<file path="src/rtl/key_onehot_capture_pkg.sv">
// Shared width, FSM state type and one-hot helpers for the key capture front end.
package key_pkg;

  localparam int KEY_W = 8;

  typedef enum logic {
    IDLE = 1'b0,
    HELD = 1'b1
  } key_state_t;

  function automatic logic is_onehot(input logic [KEY_W-1:0] v);
    return (v != '0) && ((v & (v - 1'b1)) == '0);
  endfunction

  // Later (higher) indices overwrite earlier ones, leaving only the top set bit.
  function automatic logic [KEY_W-1:0] msb_isolate(input logic [KEY_W-1:0] v);
    logic [KEY_W-1:0] r;
    r = '0;
    for (int i = 0; i < KEY_W; i++) begin
      if (v[i]) begin
        r    = '0;
        r[i] = 1'b1;
      end
    end
    return r;
  endfunction

endpackage

</file>
<file path="src/rtl/key_onehot_capture_if.sv">
// Key lines in, captured one-hot code plus valid/error strobes out.
interface key_if
  import key_pkg::*;
();
  logic [KEY_W-1:0] iKey;
  logic [KEY_W-1:0] oData;
  logic             oValid;
  logic             oErr;

  modport slave  (input  iKey, output oData, output oValid, output oErr);
  modport master (output iKey, input  oData, input  oValid, input  oErr);
endinterface

</file>
<file path="src/rtl/key_onehot_capture_debounce.sv">
// One key line: 2-FF synchroniser followed by a saturating-compare debounce counter.
module key_debounce #(
  parameter int DEBOUNCE_CYCLES = 20
) (
  input  logic iClk,
  input  logic iRst_n,
  input  logic key_i,
  output logic stable_o
);
  localparam int CNT_W = $clog2(DEBOUNCE_CYCLES);
  localparam logic [CNT_W-1:0] CNT_LAST = CNT_W'(DEBOUNCE_CYCLES - 1);

  logic             sync1_q, sync2_q;
  logic             stable_q, stable_d;
  logic [CNT_W-1:0] cnt_q, cnt_d;

  always_comb begin
    stable_d = stable_q;
    cnt_d    = '0;
    if (sync2_q != stable_q) begin
      if (cnt_q == CNT_LAST) begin
        stable_d = sync2_q;
      end else begin
        cnt_d = cnt_q + 1'b1;
      end
    end
  end

  always_ff @(posedge iClk or negedge iRst_n) begin
    if (!iRst_n) begin
      sync1_q  <= 1'b0;
      sync2_q  <= 1'b0;
      stable_q <= 1'b0;
      cnt_q    <= '0;
    end else begin
      sync1_q  <= key_i;
      sync2_q  <= sync1_q;
      stable_q <= stable_d;
      cnt_q    <= cnt_d;
    end
  end

  assign stable_o = stable_q;
endmodule

</file>
<file path="src/rtl/key_onehot_capture.sv">
// Debounced single-press capture feeding an 8-to-3 encoder with clean one-hot codes.
// KEY_MULTI_PRIORITY_EN: multi-key press captures the highest key instead of flagging oErr.
module key_onehot_capture
  import key_pkg::*;
#(
  parameter int DEBOUNCE_CYCLES = 20
) (
  input  logic  iClk,
  input  logic  iRst_n,
  key_if.slave  bus
);
  logic [KEY_W-1:0] stable;
  key_state_t       state_q, state_d;
  logic [KEY_W-1:0] data_q, data_d;
  logic             valid_q, valid_d;
  logic             err_q, err_d;

  for (genvar g = 0; g < KEY_W; g++) begin : g_deb
    key_debounce #(.DEBOUNCE_CYCLES(DEBOUNCE_CYCLES)) u_deb (
      .iClk     (iClk),
      .iRst_n   (iRst_n),
      .key_i    (bus.iKey[g]),
      .stable_o (stable[g])
    );
  end

  always_comb begin
    state_d = state_q;
    data_d  = data_q;
    valid_d = 1'b0;
    err_d   = 1'b0;
    case (state_q)
      IDLE: begin
        if (stable != '0) begin
          state_d = HELD;
          if (is_onehot(stable)) begin
            data_d  = stable;
            valid_d = 1'b1;
          end else begin
`ifdef KEY_MULTI_PRIORITY_EN
            data_d  = msb_isolate(stable);
            valid_d = 1'b1;
`else
            err_d   = 1'b1;
`endif
          end
        end
      end
      HELD: begin
        // Outputs frozen until every key is released.
        if (stable == '0) state_d = IDLE;
      end
      default: state_d = IDLE;
    endcase
  end

  always_ff @(posedge iClk or negedge iRst_n) begin
    if (!iRst_n) begin
      state_q <= IDLE;
      data_q  <= '0;
      valid_q <= 1'b0;
      err_q   <= 1'b0;
    end else begin
      state_q <= state_d;
      data_q  <= data_d;
      valid_q <= valid_d;
      err_q   <= err_d;
    end
  end

  assign bus.oData  = data_q;
  assign bus.oValid = valid_q;
  assign bus.oErr   = err_q;
endmodule
</file>
<file path="src/flat_wrapper.sv">
// flat-port wrapper written by rule: the top's interface ports become plain ports
module key_onehot_capture_flat import key_pkg::*;
#(
  parameter int DEBOUNCE_CYCLES = 20
)
  (iClk, iRst_n, bus_iKey, bus_oData, bus_oValid, bus_oErr);
  key_if bus_i ();
  input  logic iClk;
  input  logic iRst_n;
  input wire logic [$bits(bus_i.iKey)-1:0] bus_iKey;
  output wire logic [$bits(bus_i.oData)-1:0] bus_oData;
  output wire logic [$bits(bus_i.oValid)-1:0] bus_oValid;
  output wire logic [$bits(bus_i.oErr)-1:0] bus_oErr;
  assign bus_i.iKey = bus_iKey;
  assign bus_oData = bus_i.oData;
  assign bus_oValid = bus_i.oValid;
  assign bus_oErr = bus_i.oErr;
  key_onehot_capture #(.DEBOUNCE_CYCLES(DEBOUNCE_CYCLES)) u_core (.iClk(iClk), .iRst_n(iRst_n), .bus(bus_i));
endmodule
</file>
<file path="config.mk">
export PLATFORM = sky130hd
export DESIGN_NAME = key_onehot_capture_flat
export DESIGN_NICKNAME = d
export VERILOG_FILES = /design/src/rtl/key_onehot_capture_pkg.sv /design/src/rtl/key_onehot_capture_if.sv /design/src/rtl/key_onehot_capture_debounce.sv /design/src/rtl/key_onehot_capture.sv /design/src/flat_wrapper.sv
export SDC_FILE = /design/constraint.sdc
export NUM_CORES = 1
export LEC_CHECK = 0
export ABC_AREA = 1
export CORE_AREA = 2 2 75 92
export DETAILED_ROUTE_END_ITERATION = 6
export DIE_AREA = 0 0 77 94
export MAX_ROUTING_LAYER = met4
export PLACE_DENSITY_LB_ADDON = 0.05
export SLEW_MARGIN = 20
export SYNTH_ARGS = -nofsm -noshare
export SYNTH_HDL_FRONTEND = slang
export SYNTH_SLANG_ARGS = --single-unit
</file>
<file path="constraint.sdc">
create_clock -name iClk -period 2.7 [get_ports iClk]
set_input_delay 0.54 -clock iClk [delete_from_list [all_inputs] [get_ports iClk]]
set_output_delay 0.54 -clock iClk [all_outputs]
set_load 0.01 [all_outputs]
</file>
==> results of run 1 <==
-- per-stage QoR --
| step | setup WS (ns) | cell area [um2] | utilization (%) | power (mW) |
|---|---|---|---|---|
| after detailed placement | 1.193 | 3420 | 54.05 | 1.326 |
| after global routing | 0.8563 | 3682 | 58.21 | 2.516 |
| after global placement | 1.214 | 3420 | 54.05 | 1.323 |
| after CTS | 0.8793 | 3682 | 58.21 | 2.446 |
| final | 0.9032 | 3682 | 58.21 | 2.408 |
| after floorplan | 1.366 | 3105 | - | 1.271 |
-- power by group --
part	total, mW	switching (mW)	internal (mW)
Combinational	0.109	0.0610	0.0479
Clock	1.11	0.381	0.726
Sequential	1.19	0.0283	1.16
-- cells in the final DEF (no fill, tap or decap), types with 5 or more instances in the layout --
cell              n
ha_1              8
clkdlybuf4s50_1  18
nand2_1          30
a21oi_1          11
nor2_1           46
nand4_1           9
o21a_1            5
dfrtp_1          75
xnor2_1          13
clkbuf_8         10
mux2_2            5
xor2_1           12
nand3_1          24
inv_1            28
-- final timing paths --
path                                             endpoint                           start  depth (start not counted)  slack [ns]
min reg2reg                 u_core.g_deb[0].u_deb.sync2_q   u_core.g_deb[0].u_deb.sync1_q                          0        0.35
min                        u_core.g_deb[2].u_deb.cnt_q[0]                          iRst_n                          1        0.03
max reg2reg                           u_core.bus.oData[6]  u_core.g_deb[1].u_deb.stable_o                          8        1.20
min in group iClk           u_core.g_deb[0].u_deb.sync2_q   u_core.g_deb[0].u_deb.sync1_q                          0        0.35
max                                          bus_oData[1]             u_core.bus.oData[1]                          1        0.90
max in group asynchronous  u_core.g_deb[4].u_deb.cnt_q[3]                          iRst_n                          2        2.10
-- per-layer routing --
metal | track usage, % | wire length, um
met5 | - | 0
met4 | 8.036 | 101
met3 | 3.365 | 130
met2 | 23.90 | 2221
met1 | 19.30 | 2192
-- layout make-up --
type                       instances  area [um2]  share of cell area, %
inverter                          30       112.6                  3.058
multi-input combinational        182        1116                  30.31
timing repair buffer              20       207.7                  5.640
sequential                        75        1877                  50.97
clock buffer                      10       137.6                  3.738
clock inverter                     5       125.1                  3.398
tap                               85       106.4                  2.888
-- flip-flops by register name, indices dropped and copies added (netlist names) --
signal                       count
u_core.bus.oData                 8
u_core.bus.oErr                  1
u_core.bus.oValid                1
u_core.g_deb.u_deb.cnt_q        40
u_core.g_deb.u_deb.stable_o      8
u_core.g_deb.u_deb.sync1_q       8
u_core.g_deb.u_deb.sync2_q       8
u_core.state_q                   1
-- worst register-to-register path, delay by kind of cell, from the launching register on --
| kind | cells | cell delay (ns) |
|---|---|---|
| AND/OR/NAND/NOR | 8 | 0.95 |
| flip-flops | 1 | 0.45 |
-- cell families (layout without fill, tap and decap cells) --
logic type	after synthesis	in the layout	share of synthesized area [%]
AOI/OAI and AO/OA	17	17	3.223
muxes	5	5	1.813
DFF	75	75	60.44
and+or+nand+nor	127	127	20.63
buffers and inverters	30	65	3.626
xor gates and xnor gates	25	25	7.051
adders and majority gates	8	8	3.223
==> summary.md, run 1 <==
| Metric | Value |
|---|---|
| Startpoint type of the worst setup path | flop |
| #FFs+latches synth | 75 |
| Status | completed |
| Initial Utilization | 49.09% |
| Top delay family on crit path | buffers and inverters |
| MaxCap Viol Count | 0 |
| Unrepaired setup endpoints after global routing | no |
| DPL Wire Length | between 3 and 4 mm |
| Worst path cell trace | clkdlybuf4s50_1 |
| Fin. max-slew vios | 0 |
| GRT Overall Usage | between 15 and 20% |
| Die width | ~77 um |
| Mapped cell area | approximately 0.0031 mm2 |
| Pwr dens | 654.0 mW/mm2 |
| FP Rows | 32 |
| Post-CTS setup buffer count | 0 |
| Worst VDD drop | between 300 and 400 uV |
| Routability congestion estimate | approximately 0.73 |
| Vias in the first global route | roughly 1900 |
| Most instantiated cells after synthesis | dfrtp_1, nor2_1, nand2_1, inv_1, nand3_1 |
| Clk Latency, worst-skew pair | ~0.33 ns |
| Area Overhead vs Synth | 18.57% |
| Most numerous cell in the Yosys netlist | dfrtp_1 |
| Min Tclk post-route | approximately 1.8 ns |
| Max Fclk | roughly 0.56 GHz |
| Total core area | ~0.0063 mm2 |
| Worst path bufs/invs | 1 |
| Cell taking the most area after synthesis | dfrtp_1 |
| # DRC | 0 |
| Syn Nets | 305 |
| DR pass1 iterations | 4 |
| Post-synth ARST share | between 90% and 100% |
| Top cells by area, synth | dfrtp_1, nor2_1, nand3_1, xnor2_1, nand2_1 |
| Nets | approximately 340 |
| Clk buf depth | 2 |
| Critical path's slowest cell | clkdlybuf4s50_1 |
| Die height | roughly 94 um |
| CP Capture Type | primary output |
| Ant diodes | 0 |
| Clock-pin slew on the worst setup and hold paths | around 0.070 ns |
| Iteration-0 DRC Markers | 80 |
| Antenna Nets Post-Route | 0 |
| CP arrival | 1.26 ns |
| Final wirelength | 4.645 mm |
| DR vias/cell | ~4.7 |
| GR Overflow Total | 0 |
| First-pass GRT wire length | 8.445 mm |
| Clock Sink Count | 75 |
| Die area | 0.007238 mm2 |
| Pin count of the biggest net entering global routing | 66 |
| Synth top area share | 60.44% |
| Mean Syn Cell Area | ~11 um2 |
| Port bufs | 19 |
| Share of cells above drive strength 1 | roughly an eighth |
| Clock Skew | 0.005791 ns |
| Post-synth EDFFs | 0 |
| Synth cell types | 22 |
| Fin cells | just over 400 |
| CP Class | flop to primary output |
| CP peak stage delay | 0.55 ns |
| CTS HTree Levels | 3 |
| Initial antenna violation count | 0 |
| CTS Root Cell | clkbuf_8 |
| Filler Cell Count | between 500 and 600 |
| Hold Fails Final Rpt | 0 |
| Prevailing post-synth register cell | dfrtp_1 |
| Required time of the critical path | ~2.2 ns |
| CTS tree | done |
| Ports | 20 |
| Routed via count | approximately 1900 |
| Static leakage | 1.787 nW |
| Max-slew headroom | between 70 and 80% |
| Post-synthesis sequential area ratio | between 60 and 70% |
| Worst-path fanout max | 2 |
| Cts bufs inserted | 9 |
| Setup TNS | 0 ns |
| Routed length per instance | ~11 um |
| Synth Instances | roughly 290 |
| HP Class | input port to async pin |
| Synth warnings | 0 |
| # resized after CTS | 0 |
| Final Setup Violations | 0 |
| Hold WS | about 0.032 ns |
| # hold bufs at CTS | 0 |
| Slew @ Worst Pin | between 0.3 and 0.4 ns |
| Crit share post-route | around 67% |
| Placed cells | 392 |
No activity file was read; power rests on OpenSTA's default activity.
==> run 2: changes to the inputs <==
==> constraint.sdc (replaced) <==
create_clock -name iClk -period 1.5 [get_ports iClk]
set_input_delay 0.3 -clock iClk [delete_from_list [all_inputs] [get_ports iClk]]
set_output_delay 0.3 -clock iClk [all_outputs]
set_load 0.01 [all_outputs]
==> run 2 against run 1 <==
  * Die area is the same
  * Total power grew 78%
  * Flip-flop and latch count is the same
  * Final area grew 2.1%
  * Largest power group unchanged
==> summary.md, run 2 (synthesis gave the netlist of run 1 again) <==
| Metric | Value |
|---|---|
| Pwr dens | 1143 mW/mm2 |
| Antenna Nets Post-Route | 0 |
| Clock Skew | approximately 0.0073 ns |
| Startpoint type of the worst setup path | flop |
| Share of cells above drive strength 1 | between 15 and 20% |
| Crit share post-route | a little over nine tenths |
| # DRC | 0 |
| Worst path cell trace | nor2_4, nand2_2, nand2_2, nand3_4, nor2_8, nand3_4, nand2_1, nand2_1 |
| Switching power share of the total | between 20% and 30% |
| Clock network power share | about 45% |
| Iteration-0 DRC Markers | between 100 and 150 |
| Die height | between 90 and 100 um |
| Sw power | around 870 uW |
| Initial Utilization | 49.09% |
| Final wirelength | about 5.0 mm |
| Filler Cell Count | approximately 570 |
| First-pass GRT wire length | 9.094 mm |
| Routability congestion estimate | ~0.75 |
| Clock-pin slew on the worst setup and hold paths | about 0.07 ns |
| Initial antenna violation count | 0 |
| Static leakage | ~1.9 nW |
| DR vias/cell | 4.782 |
| Worst VDD drop | 609.8 uV |
| Hold WS | between 0.3 and 0.4 ns |
| Worst R2R Setup Slack | between 0.07 and 0.08 ns |
| Worst Reg2Reg Path Length in Cells | 8 |
| Area of the multi-input gates | 0.001131 mm2 |
| Reg2Reg Launch Point | u_core.g_deb[0].u_deb.stable_o |
| CTS tree | done |
| Die area | about 0.0072 mm2 |
| Most flop-heavy register | u_core.g_deb.u_deb.cnt_q |
| Worst setup margin | approximately 0.073 ns |
| Cts bufs inserted | 9 |
| Slew @ Worst Pin | roughly 0.40 ns |
| Comb power frac | under 10% |
| Unrepaired setup endpoints after global routing | yes |
| Reg power frac | between 40 and 50% |
| MaxCap Viol Count | 0 |
| Hold depth | 0 |
| CP Class | flop to flop |
| Worst-path fanout max | 7 |
| Vias in the first global route | ~2100 |
| CP peak stage delay | around 0.44 ns |
| Hold Crit Start | u_core.g_deb[4].u_deb.sync1_q |
| Routed via count | 1999 |
| Max Fclk | around 0.70 GHz |
| Ports | 20 |
| Clk buf depth | 2 |
| Min-Delay Endpoint | u_core.g_deb[4].u_deb.sync2_q |
| CP Capture Type | flop |
| HP Class | flop to flop |
| GR Overflow Total | 0 |
| Area Overhead vs Synth | 21.03% |
| DR pass1 iterations | 4 |
| Sequential Area | approximately 0.0019 mm2 |
| Min Tclk post-route | roughly 1.4 ns |
| Internal power | 3.422 mW |
| Overall Power | 4.295 mW |
| FF-to-FF End | u_core.bus.oData[4] |
| Clock Sink Count | 75 |
| Final Setup Violations | 0 |
| CTS HTree Levels | 3 |
| Nets | between 300 and 400 |
| Max-slew headroom | roughly three quarters |
| Required time of the critical path | 1.73 ns |
| Max reg flops | 40 |
| CTS Root Cell | clkbuf_8 |
| CP arrival | roughly 1.7 ns |
| Routed length per instance | around 12 um |
| Status | completed |
| Most frequent cells in the layout | dfrtp_1, nor2_1, nand2_1 |
| FP Rows | 32 |
| Fin. max-slew vios | 0 |
| Critical path's slowest cell | dfrtp_2 |
| Pre-CTS setup slack | 0.03979 ns |
| Hold Fails Final Rpt | 0 |
| Port bufs | 19 |
| Commonest non-fill, non-tap cell in the layout | dfrtp_1 |
| Pin count of the biggest net entering global routing | 76 |
| Ant diodes | 0 |
| GRT Overall Usage | 16.60% |
| Clk Latency, worst-skew pair | 0.34 ns |
| DPL Wire Length | 3.283 mm |
| Die width | just under 80 um |
| Total core area | between 0.006 and 0.007 mm2 |
==> run 2: critical path: cells and delay by family, from the launching register on <==
family           cells  cell delay [ns]
DFF                  1             0.44
and+or+nand+nor      8             0.87
==> run 2: final cells by class <==
class,instances,share of cell area (%)
multi-input cells,183,30.09
clock buffers,12,4.394
clock inverters,4,2.530
inverters,30,2.996
repair buffers,29,7.157
flip-flops and latches,75,50.00
well taps,85,2.830
==> run 2: metal layers <==
layer	routed length [um]	global-route usage, %
met5	0	-
met4	74	6.696
met3	177	5.192
met2	2403	26.83
met1	2301	19.50
==> run 2: how the worst max path moves through the flow <==
stage	slack (ns)	cells past startpoint	start	to
after floorplan	0.17	8	u_core.g_deb[1].u_deb.stable_o	u_core.bus.oData[3]
after global placement	0.07	8	u_core.g_deb[1].u_deb.stable_o	u_core.bus.oData[0]
after detailed placement	0.04	8	u_core.g_deb[1].u_deb.stable_o	u_core.bus.oData[7]
after CTS	0.02	8	u_core.g_deb[1].u_deb.stable_o	u_core.bus.oData[6]
after global routing	-0.06	8	u_core.g_deb[0].u_deb.stable_o	u_core.bus.oData[4]
final	0.07	8	u_core.g_deb[0].u_deb.stable_o	u_core.bus.oData[4]
==> run 2: metrics by stage <==
step	area (um2)	TNS [ns]	util, %	cells
6_report	3759	0	59.41	418
5_1_grt	3759	-0.3684	59.41	418
2_1_floorplan	3105	0	-	287
3_5_place_dp	3450	0	54.53	396
3_3_place_gp	3450	0	54.53	396
4_1_cts	3707	0	58.60	413
==> run 2: power by group through the flow <==
stage | registers (mW) | logic [mW] | clock network, mW
floorplan | 2.17 | 0.114 | 0
global placement | 2.18 | 0.198 | 0
detailed placement | 2.19 | 0.202 | 0
CTS | 2.15 | 0.206 | 2.00
global route | 2.16 | 0.237 | 2.09
finish | 2.15 | 0.199 | 1.95
==> run 2: timing repair <==
action                                 in CTS  in global routing
pin swaps                                   0                  3
setup buffers                               0                  4
gates resized for setup                    10                  4
gates cloned                                0                  1
setup endpoints to repair                  10                  8
hold buffers                                1                  0
endpoints found under the hold margin      75                  0
==> run 3: changes to the inputs <==
--- a/config.mk
+++ b/config.mk
@@ -6,11 +6,13 @@
 export NUM_CORES = 1
 export LEC_CHECK = 0
 export ABC_AREA = 1
+export CAP_MARGIN = 0
 export CORE_AREA = 2 2 75 92
 export DETAILED_ROUTE_END_ITERATION = 6
 export DIE_AREA = 0 0 77 94
 export MAX_ROUTING_LAYER = met4
 export PLACE_DENSITY_LB_ADDON = 0.05
+export SKIP_CTS_REPAIR_TIMING = 1
 export SLEW_MARGIN = 20
 export SYNTH_ARGS = -nofsm -noshare
 export SYNTH_HDL_FRONTEND = slang
==> run 3 against run 2 <==
  * Worst hold slack about the same
  * Register-to-register slack about the same
  * Wire length decreased by 0.10%
  * Total power about the same
  * Clock-buffer cell count unchanged
  * Flip-flop and latch count unchanged
  * Non-clock buffer count unchanged
  * Global-route usage decreased by 0.15 points
  * Sequential power about the same
  * First-iteration DRC count decreased by 10%
  * Maximum frequency decreased by 0.63%
  * Critical path depth unchanged
  * Largest cell class unchanged
  * Largest power group unchanged
==> summary.md, run 3 (synthesis gave the netlist of run 1 again) <==
| Metric | Value |
|---|---|
| DR pass1 iterations | 4 |
| Clock network power share | 45.4% |
| Crit share post-route | 95.73% |
| Clock Sink Count | 75 |
| Unrepaired setup endpoints after global routing | yes |
| Startpoint type of the worst setup path | flop |
| Max-slew headroom | between 70% and 80% |
| Worst R2R Setup Slack | roughly 0.064 ns |
| Hold WS | ~0.35 ns |
| Ant diodes | 0 |
| Pin count of the biggest net entering global routing | 76 |
| CTS HTree Levels | 3 |
| Max reg flops | 40 |
| Worst-path fanout max | 7 |
| Worst path cell trace | nor2_4, nand2_2, nand2_2, nand3_4, nor2_8, nand3_4, nand2_1, nand2_1 |
| Internal power | between 3 and 4 mW |
| Pre-CTS setup slack | around 0.040 ns |
| Worst setup margin | ~0.064 ns |
| GRT Overall Usage | between 10% and 20% |
| Required time of the critical path | around 1.7 ns |
| Area Overhead vs Synth | 22.52% |
| CP Class | flop to flop |
| CP Capture Type | flop |
| Routed via count | 1992 |
| Post-placement cell area | 0.003450 mm2 |
| Hold depth | 0 |
| Worst Reg2Reg Path Length in Cells | 8 |
| Most frequent cells in the layout | dfrtp_1, nor2_1, inv_1, nand2_1, nand3_1 |
| DR vias/cell | approximately 4.8 |
| CP Capture Point | u_core.bus.oData[4] |
| MaxCap Viol Count | 0 |
| First-pass GRT wire length | around 9.0 mm |
| Setup TNS | 0 ns |
| Share of cells above drive strength 1 | between 10% and 20% |
| Fin cells | ~420 |
| Die height | roughly 94 um |
| Iteration-0 DRC Markers | ~120 |
| Fin. max-slew vios | 0 |
| CTS Root Cell | clkbuf_8 |
| Initial antenna violation count | 0 |
| CTS tree | done |
| Nets | roughly 350 |
| Final wirelength | ~5.0 mm |
| Total core area | ~0.0063 mm2 |
| Clk buf depth | 2 |
| Final Setup Violations | 0 |
| Critical path's slowest cell | dfrtp_2 |
| Static leakage | 2.021 nW |
| Area of the multi-input gates | approximately 0.0011 mm2 |
| Sequential Area | around 0.0019 mm2 |
| Final Util | about three fifths |
| FP Rows | 32 |
| Hold Crit Start | u_core.g_deb[4].u_deb.sync1_q |
| CP peak stage delay | 0.44 ns |
| HP Class | flop to flop |
| Cts bufs inserted | 9 |
| Finished Cell Area | roughly 0.0038 mm2 |
| Filler Cell Count | 563 |
| Routability congestion estimate | around 0.75 |
| Max Fclk | slightly below 0.7 GHz |
| Hold Fails Final Rpt | 0 |
| # DRC | 0 |
| CP arrival | 1.66 ns |
| FF-to-FF End | u_core.bus.oData[4] |
| Pwr dens | between 1000 and 1500 mW/mm2 |
| Die width | around 77 um |
| CP startpoint | u_core.g_deb[0].u_deb.stable_o |
| Routed length per instance | 11.84 um |
| Sw power | roughly 870 uW |
| Comb power frac | around 4.6% |
| DPL Wire Length | roughly 3.3 mm |
| Clk Latency, worst-skew pair | 0.34 ns |
| Most flop-heavy register | u_core.g_deb.u_deb.cnt_q |
| Status | completed |
| Ports | 20 |
| Initial Utilization | about 49% |
| Reg power frac | between 50% and 60% |
| Placed cells | about 400 |
| Port bufs | 19 |
| Die area | 0.007238 mm2 |
| Slew @ Worst Pin | around 0.4 ns |
| Clock Skew | ~0.007 ns |
| Switching power share of the total | ~20% |
| Commonest non-fill, non-tap cell in the layout | dfrtp_1 |
| GR Overflow Total | 0 |
| Reg2Reg Launch Point | u_core.g_deb[0].u_deb.stable_o |
| Worst VDD drop | a little over 600 uV |
| Min Tclk post-route | 1.436 ns |
| Overall Power | about 4.3 mW |
| Vias in the first global route | roughly 2000 |
| Antenna Nets Post-Route | 0 |
| Clock-pin slew on the worst setup and hold paths | about 0.07 ns |
-- run 3: cell types whose count changed in the layout (fill, tap and decap cells not counted) --
cell and change:
dlymetal6s2s_1 +10, buf_6 +1, nand2_2 +2, buf_4 -1
nand2_1 -2, dlygate4sd2_1 -10
-- run 3: worst max-delay path, delay by kind of cell, from the launching register on --
| kind | cells | cell delay, ns |
|---|---|---|
| DFF | 1 | 0.44 |
| and+or+nand+nor | 8 | 0.89 |
-- run 3: area by class of cell --
class / count / share of cell area, %
inverters: 30 / 2.960
repair buffers: 29 / 8.155
well taps: 85 / 2.795
clock buffers: 12 / 4.341
clock inverters: 4 / 2.499
flip-flops and latches: 75 / 49.39
multi-input cells: 183 / 29.86
-- run 3: metal layers --
metal	vias up	wire length (um)	share of wire (%)	global-route usage, %
met5	-	0	0	-
met4	0	77	1.6	6.696
met3	7	169	3.4	5.192
met2	18	2411	49	26.39
met1	957	2292	46	19.44
li1	1010	-	-	-
-- run 3: power by group through the flow --
stage | Sequential [mW] | Clock, mW | Combinational [mW]
after global placement | 2.18 | 0 | 0.198
final | 2.15 | 1.95 | 0.199
after CTS | 2.15 | 2.00 | 0.204
after floorplan | 2.17 | 0 | 0.114
after global routing | 2.16 | 2.09 | 0.237
after detailed placement | 2.19 | 0 | 0.202
-- run 3: worst min-delay path by stage --
stage	to	slack [ns]
2_1_floorplan	u_core.bus.oData[0]	0.004
3_3_place_gp	u_core.g_deb[4].u_deb.sync2_q	0.33
3_5_place_dp	u_core.g_deb[6].u_deb.sync2_q	0.34
4_1_cts	u_core.g_deb[2].u_deb.sync1_q	-0.02
5_1_grt	u_core.g_deb[5].u_deb.sync2_q	0.36
6_report	u_core.g_deb[4].u_deb.sync2_q	0.35
